$ cat src/rtl/uart_rx_os16.sv
// 8N1 serial receiver with 16x oversampling on a free-running tick.
// Delivers each good byte as a one-cycle strobe; bad stop bits raise frame_err.
module uart_rx_os16 #(
    parameter int TICK_DIV   = 27,
    parameter int OVERSAMPLE = 16,
    parameter int DATA_BITS  = 8
) (
    input  logic                 clk,
    input  logic                 rst_n,
    input  logic                 rx,
    output logic                 sample_tick,
    output logic [DATA_BITS-1:0] data,
    output logic                 data_valid,
    output logic                 frame_err,
    output logic                 busy
);
    localparam int DIV_W = (TICK_DIV > 1) ? $clog2(TICK_DIV) : 1;
    localparam int OS_W  = $clog2(OVERSAMPLE);
    localparam int BIT_W = (DATA_BITS > 1) ? $clog2(DATA_BITS) : 1;

    localparam logic [DIV_W-1:0] DIV_LAST = DIV_W'(TICK_DIV - 1);
    localparam logic [DIV_W-1:0] DIV_ONE  = DIV_W'(1);
    localparam logic [OS_W-1:0]  OS_MID   = OS_W'(OVERSAMPLE / 2 - 1);
    localparam logic [OS_W-1:0]  OS_LAST  = OS_W'(OVERSAMPLE - 1);
    localparam logic [OS_W-1:0]  OS_ONE   = OS_W'(1);
    localparam logic [BIT_W-1:0] BIT_LAST = BIT_W'(DATA_BITS - 1);
    localparam logic [BIT_W-1:0] BIT_ONE  = BIT_W'(1);

    localparam logic [2:0] IDLE  = 3'd0;
    localparam logic [2:0] START = 3'd1;
    localparam logic [2:0] DATA  = 3'd2;
    localparam logic [2:0] STOP  = 3'd3;
    localparam logic [2:0] BREAK = 3'd4;

    logic                 rx_meta_r;
    logic                 rx_s;
    logic [DIV_W-1:0]     div_cnt_r;
    logic [DIV_W-1:0]     div_nxt_s;
    logic [2:0]           state_r;
    logic [2:0]           state_nxt_s;
    logic [OS_W-1:0]      os_cnt_r;
    logic [OS_W-1:0]      os_nxt_s;
    logic [BIT_W-1:0]     bit_cnt_r;
    logic [BIT_W-1:0]     bit_nxt_s;
    logic [DATA_BITS-1:0] shreg_r;
    logic [DATA_BITS-1:0] shreg_nxt_s;
    logic                 load_s;
    logic                 err_s;

    // Two-flop synchronizer; resets to the idle-high line level.
    always_ff @(posedge clk) begin
        if (!rst_n) begin
            rx_meta_r <= 1'b1;
            rx_s      <= 1'b1;
        end else begin
            rx_meta_r <= rx;
            rx_s      <= rx_meta_r;
        end
    end

    // Divider wrap value; with TICK_DIV=1 the counter sits at zero.
    always_comb begin
        if (div_cnt_r == DIV_LAST) begin
            div_nxt_s = {DIV_W{1'b0}};
        end else begin
            div_nxt_s = div_cnt_r + DIV_ONE;
        end
    end

    // Free-running divider; the tick flop is pre-decoded so it is high exactly when div_cnt is at its last value.
    always_ff @(posedge clk) begin
        if (!rst_n) begin
            div_cnt_r   <= {DIV_W{1'b0}};
            sample_tick <= 1'b0;
        end else begin
            div_cnt_r   <= div_nxt_s;
            sample_tick <= (div_nxt_s == DIV_LAST);
        end
    end

    // Frame sequencing; nothing moves except on a sample tick.
    always_comb begin
        state_nxt_s = state_r;
        os_nxt_s    = os_cnt_r;
        bit_nxt_s   = bit_cnt_r;
        shreg_nxt_s = shreg_r;
        load_s      = 1'b0;
        err_s       = 1'b0;
        if (sample_tick) begin
            case (state_r)
                IDLE: begin
                    if (!rx_s) begin
                        state_nxt_s = START;
                        os_nxt_s    = {OS_W{1'b0}};
                    end else begin
                        state_nxt_s = IDLE;
                    end
                end
                START: begin
                    if (os_cnt_r == OS_MID) begin
                        os_nxt_s  = {OS_W{1'b0}};
                        bit_nxt_s = {BIT_W{1'b0}};
                        if (!rx_s) begin
                            state_nxt_s = DATA;
                        end else begin
                            state_nxt_s = IDLE;
                        end
                    end else begin
                        os_nxt_s = os_cnt_r + OS_ONE;
                    end
                end
                DATA: begin
                    if (os_cnt_r == OS_LAST) begin
                        os_nxt_s    = {OS_W{1'b0}};
                        shreg_nxt_s = {rx_s, shreg_r[DATA_BITS-1:1]};
                        if (bit_cnt_r == BIT_LAST) begin
                            state_nxt_s = STOP;
                        end else begin
                            bit_nxt_s = bit_cnt_r + BIT_ONE;
                        end
                    end else begin
                        os_nxt_s = os_cnt_r + OS_ONE;
                    end
                end
                STOP: begin
                    if (os_cnt_r == OS_LAST) begin
                        os_nxt_s = {OS_W{1'b0}};
                        if (rx_s) begin
                            load_s      = 1'b1;
                            state_nxt_s = IDLE;
                        end else begin
                            err_s       = 1'b1;
                            state_nxt_s = BREAK;
                        end
                    end else begin
                        os_nxt_s = os_cnt_r + OS_ONE;
                    end
                end
                BREAK: begin
                    // A held-low line must return high before another start bit can count.
                    if (rx_s) begin
                        state_nxt_s = IDLE;
                    end else begin
                        state_nxt_s = BREAK;
                    end
                end
                default: begin
                    state_nxt_s = IDLE;
                end
            endcase
        end else begin
            state_nxt_s = state_r;
        end
    end

    // State, counters and registered output strobes.
    always_ff @(posedge clk) begin
        if (!rst_n) begin
            state_r    <= IDLE;
            os_cnt_r   <= {OS_W{1'b0}};
            bit_cnt_r  <= {BIT_W{1'b0}};
            shreg_r    <= {DATA_BITS{1'b0}};
            data       <= {DATA_BITS{1'b0}};
            data_valid <= 1'b0;
            frame_err  <= 1'b0;
            busy       <= 1'b0;
        end else begin
            state_r    <= state_nxt_s;
            os_cnt_r   <= os_nxt_s;
            bit_cnt_r  <= bit_nxt_s;
            shreg_r    <= shreg_nxt_s;
            data_valid <= load_s;
            frame_err  <= err_s;
            busy       <= (state_nxt_s != IDLE);
            if (load_s) begin
                data <= shreg_r;
            end else begin
                data <= data;
            end
        end
    end
endmodule

$ cat config.mk
export PLATFORM = sky130hd
export DESIGN_NAME = uart_rx_os16
export DESIGN_NICKNAME = d
export VERILOG_FILES = /design/src/rtl/uart_rx_os16.sv
export SDC_FILE = /design/constraint.sdc
export NUM_CORES = 1
export LEC_CHECK = 0
export ABC_AREA = 1
export CAP_MARGIN = 20
export CORE_ASPECT_RATIO = 0.9
export CORE_MARGIN = 3
export CORE_UTILIZATION = 50
export CTS_CLUSTER_DIAMETER = 50
export DETAILED_ROUTE_END_ITERATION = 10
export GPL_TIMING_DRIVEN = 0
export MAX_ROUTING_LAYER = met4
export PLACE_DENSITY = 0.84
export SYNTH_ARGS = -nofsm -noshare
export SYNTH_HDL_FRONTEND = slang
export SYNTH_SLANG_ARGS = --single-unit
$ cat constraint.sdc
create_clock -name clk -period 1.26 [get_ports clk]
set_input_delay 0.252 -clock clk [delete_from_list [all_inputs] [get_ports clk]]
set_output_delay 0.252 -clock clk [all_outputs]
set_load 0.02 [all_outputs]
After elaboration in Yosys (flattened, before gate mapping)
Cells that the tools add are included.

Bits of input ports: 3. Register bits after elaboration: 37. Word-level logic and storage cells: 60.

Equal/unequal tests: 13. $add $sub $neg: 3. Reduce and logical (&&, ||, !) cells: 9. Muxes and demuxes: 23.

Operator list (number): 2-to-1 mux 3 bit (9); case mux 3 bit (5 select lines) (1); 2-to-1 mux 4 bit (3); case mux 4 bit (3 select lines) (1); equality test 5 bit (second input constant) (2); inequality test 2 bit (second input constant) (4); equality test 3 x 2 -> 1 bit (second input constant) (2); equality test 3 bit (second input constant) (2); 2-to-1 mux 1 bit (6); case mux 3 bit (2 select lines) (1); AND reduction 3 bit (2); nonzero test 3 bit (2); adder 5 x 1 -> 5 bit (second input constant) (1); 2-to-1 mux 5 bit (1); AND reduction 5 bit (1); adder 4 x 1 -> 4 bit (second input constant) (1); equality test 4 x 3 -> 1 bit (second input constant) (1); equality test 4 bit (second input constant) (1); AND reduction 4 bit (1); adder 3 x 1 -> 3 bit (second input constant) (1); equality test 3 x 1 -> 1 bit (second input constant) (1); zero test 3 bit (1); 2-to-1 mux 2 bit (1); nonzero test 2 bit (1); OR reduction 2 bit (1).

Depth between registers and ports, before layout
Depth after elaboration: 6. Depth in mapped cells: 10. Mapped depth without buffers: 10.

Worst setup path after synthesis
OpenSTA, ideal clock, no wires.

Path kind: register -> register. Start: reg os_cnt_r[0]. End: reg shreg_r[1]. Path buffers: 1. Period minus slack after synthesis: 1358 ps. Setup time: 119 ps. Stages on the path, launching flop included: 8. Data arrival time: 1239 ps. Setup slack: -98 ps. Path through: dfxtp_1 > ha_1 > nand3_1 > inv_2 > nand3_2 > buf_2 > o21ai_0 > a21oi_1.

Cells in the longest elaborated chain, start to end: 2.

Ends and longest elaborated chain: start, declared (line 41) `logic [OS_W-1:0] os_cnt_r;`; start signal, assigned (line 160) `os_cnt_r <= {OS_W{1'b0}};`; start signal, assigned (line 169) `os_cnt_r <= os_nxt_s;`; equality test 4 bit (line 113) `if (os_cnt_r == OS_LAST) begin`; AND reduction 3 bit (no line); end signal, assigned (line 162) `shreg_r <= {DATA_BITS{1'b0}};`; end signal, assigned (line 171) `shreg_r <= shreg_nxt_s;`; end, declared (line 45) `logic [DATA_BITS-1:0] shreg_r;`.

No other way between the ends. A chain may end at the register's enable or synchronous reset.

Worst setup path after layout
Start: reg os_cnt_r[1]. End: reg bit_cnt_r[0].

Cells in the longest elaborated chain, start to end: 3.

Ends and longest elaborated chain: equality test 4 bit / equality test 4 x 3 -> 1 bit (equally long branches) (line 113, 100); inequality test 2 bit (no line); AND reduction 5 bit (no line) *; end signal, assigned (line 161) `bit_cnt_r <= {BIT_W{1'b0}};`; end signal, assigned (line 170) `bit_cnt_r <= bit_nxt_s;`; end, declared (line 43) `logic [BIT_W-1:0] bit_cnt_r;`.

Every way passes the cells marked *; elsewhere a longest branch is shown, timed or not.

==> impl_metrics.csv <==
group,metric,value,unit
floorplan,start_util,0.558,
clock_network,path_clk_slew,120,ps
routing,wl,4.17,mm
sta,finalMaxSlewViolations,0,
setup_path,crit_type,"register to register",
sta,relSlewSlack,0.677,
finish,final_area,2220,µm²
power_and_ir_drop,ir_drop,944,µV
synthesis,ys_seq_area_frac,0.457,
floorplan,io_pins,15,
setup_path,worstPathArrival,1760,ps
sta,setup_violations,25,
sta,worst_slack,-202,ps
global_route,grt_pass1_vias,1410,
global_route,grt.total_usage,0.213,
routing,drc,0,
outcome,violations,"negative setup slack",
clock_network,h-tree-depth,2,
synthesis,ys_ff_latch,37,
floorplan,fp.dieArea,3960,µm²
sta,tns,-2740,ps
global_route,grt_overflow,0,
synthesis,synthCells,206,
flow_run,cap_violations,0,
finish,finalNetCount,259,
sta,tightest_slew,485,ps
setup_path,startpoint_type,"register",
floorplan,core-area,2910,µm²
synthesis,avgSynthCellArea,7.87,µm²
sta,fmax,684,MHz
min_path,whs_path_depth,1,
global_route,grt_max_degree,14,
power_and_ir_drop,power_density,860,nW/µm²
setup_path,path_max_fanout,6,
sta,fin_crit,1460,ps
global_route,grt_pass1_wl,6.20,mm
placement,portBuffers,14,
setup_path,end_kind,"register",
clock_network,cts_buffer_depth,2,
sta,finClkSkew,3.36,ps
sta,finalHoldViolCount,0,
setup_path,r2r_start,"os_cnt_r[1]$_SDFFE_PN0P_",
synthesis,synth_area,1620,µm²
power_and_ir_drop,power.static_leakage,0.953,nW
floorplan,fp.dieH,60.0,µm
clock_network,ctsRootBufferMaster,"clkbuf_4",
routing,routedWlPerCell,14.3,µm
finish,final_core_util,0.764,
setup_path,cp.required,1560,ps
setup_path,reg2reg_depth,10,
floorplan,num_rows,18,
routing,ant_nets,0,
sta,rsz0062_at_grt,"yes",
placement,postPlaceCellArea,1870,µm²
clock_network,numCtsBuffers,5,
routing,firstDrtPassIters,4,
finish,drive_gt1_frac,0.398,
outcome,status,"finished with violations",
synthesis,synthDistinctLibCells,28,
placement,pre_cts_ws,-318,ps
floorplan,dieWidth,66.0,µm
clock_network,clk_latency,350,ps
synthesis,syn-num-nets,215,
routing,vias,1540,
sta,holdWs,453,ps
sta,fin_crit_sh,1.16,
global_route,antenna_found_initial,0,
finish,diodes,0,
placement,gp_congestion,0.892,
clock_network,numClockSinks,37,
routing,vias_per_cell,5.29,
finish,fillers,191,
placement,dp_hpwl,2.25,mm
min_path,worstHoldPathType,"register to register",
routing,drt-initial-drc-count,95,
setup_path,critPathLaunch,"os_cnt_r[1]$_SDFFE_PN0P_",
synthesis,yosys_warnings,0,
clock_network,cts_tree,"built",
finish,syn2layout_area_growth,37.0,%
min_path,hp-start,"rx_meta_r$_SDFF_PN1_",
## flip-flops by register name, summed over array words and instances (netlist names)
signal       flops
sample_tick      1
data_valid       1
os_cnt_r         4
data             8
state_r          3
rx_meta_r        1
bit_cnt_r        3
div_cnt_r        5
shreg_r          8
frame_err        1
rx_s             1
busy             1
## metrics by stage
stage	power, mW	instances
floorplan	1.26	206
global placement	1.28	260
detailed placement	1.28	260
CTS	1.91	282
global route	1.99	291
finish	1.91	291
## worst paths after layout
path / endpoint / slack (ps)
worst min register to register: rx_s$_SDFF_PN1_ / 450
worst max register to register: bit_cnt_r[0]$_SDFFE_PN0P_ / -200
worst max-delay path: bit_cnt_r[0]$_SDFFE_PN0P_ / -200
worst min-delay path: rx_s$_SDFF_PN1_ / 450
## synth_stat cells
library cell,count,share of area
nand3_2,1,0.0062
nor3_4,2,0.020
o21ai_2,2,0.011
o21ai_0,16,0.049
o22ai_1,1,0.0039
o21bai_1,2,0.0093
nor3_1,1,0.0031
nand2_1,29,0.067
buf_2,2,0.0062
nand4_1,1,0.0039
inv_2,3,0.0069
buf_4,1,0.0046
inv_1,27,0.063
nand2_2,1,0.0039
o21ai_1,1,0.0031
a211oi_1,1,0.0046
xor2_1,2,0.011
nand3_1,12,0.037
a21oi_1,27,0.083
ha_1,6,0.046
nor2_1,20,0.046
dfxtp_1,37,0.46
nor2_4,2,0.014
or2_2,2,0.0077
xnor2_1,1,0.0054
clkbuf_1,2,0.0046
nor4_1,2,0.0077
nand2_4,2,0.014
## power by group
| part | switching, mW | internal (mW) | leakage [nW] |
|---|---|---|---|
| clock | 0.417 | 0.221 | 0.0352 |
| combinational | 0.0493 | 0.0304 | 0.614 |
| sequential | 0.0146 | 1.18 | 0.304 |
| total | 0.481 | 1.43 | 0.953 |
## repair_timing
action,in CTS,in global routing
hold buffers,0,0
setup buffers,12,9
pin swaps,15,11
gates resized for setup,47,55
setup endpoints to repair,37,39
cloned,2,0
## per-layer routing
| layer | vias up | wire length (µm) | track usage |
|---|---|---|---|
| met5 | - | 0 | - |
| met4 | 0 | 118 | 0.0986 |
| met3 | 16 | 177 | 0.0526 |
| met2 | 42 | 2150 | 0.334 |
| met1 | 717 | 1720 | 0.260 |
| li1 | 765 | - | - |
## placed cells by master, fill, tap and decap left out, types with 3 or more instances in the layout
cell type / count
ha_1: 4
clkbuf_2: 7
a21oi_1: 17
o21ai_1: 8
dfxtp_2: 5
nor2_2: 3
nand2_2: 3
nand2_1: 27
nand3_4: 3
nor2_4: 4
buf_4: 16
buf_6: 7
inv_1: 25
a21oi_2: 10
o21ai_0: 3
buf_2: 6
dfxtp_1: 29
dfxtp_4: 3
nand3_1: 10
nor2_1: 15
clkbuf_4: 5
o21ai_2: 7
## cell families after synthesis
family / Yosys count / share of synthesized area
xor+xnor: 3 / 0.0162
flops: 37 / 0.457
compound gates: 50 / 0.164
simple gates: 75 / 0.231
buf+inv: 35 / 0.0849
fa+ha+maj: 6 / 0.0463
## area by class of cell
class | instances | area [µm²] | share of cell area
multi-input cells | 135 | 917 | 0.413
flip-flops and latches | 37 | 758 | 0.342
repair buffers | 36 | 273 | 0.123
inverters | 30 | 121 | 0.0547
well taps | 40 | 50.0 | 0.0225
plain buffers | 5 | 40.0 | 0.0180
clock buffers | 5 | 37.5 | 0.0169
clock inverters | 3 | 22.5 | 0.0101
## worst max-delay path, stage by stage, from the launching register on
cell and delay, ps:
dfxtp_2 370, ha_4 160, nand3_4 90, inv_4 90, buf_6 110, nand3_4 100, o21ai_2 100, nand2_2 140
nand2_1 120, nand2_1 60, nor2_1 70
Note: power is estimated with default switching activity, not from simulation.
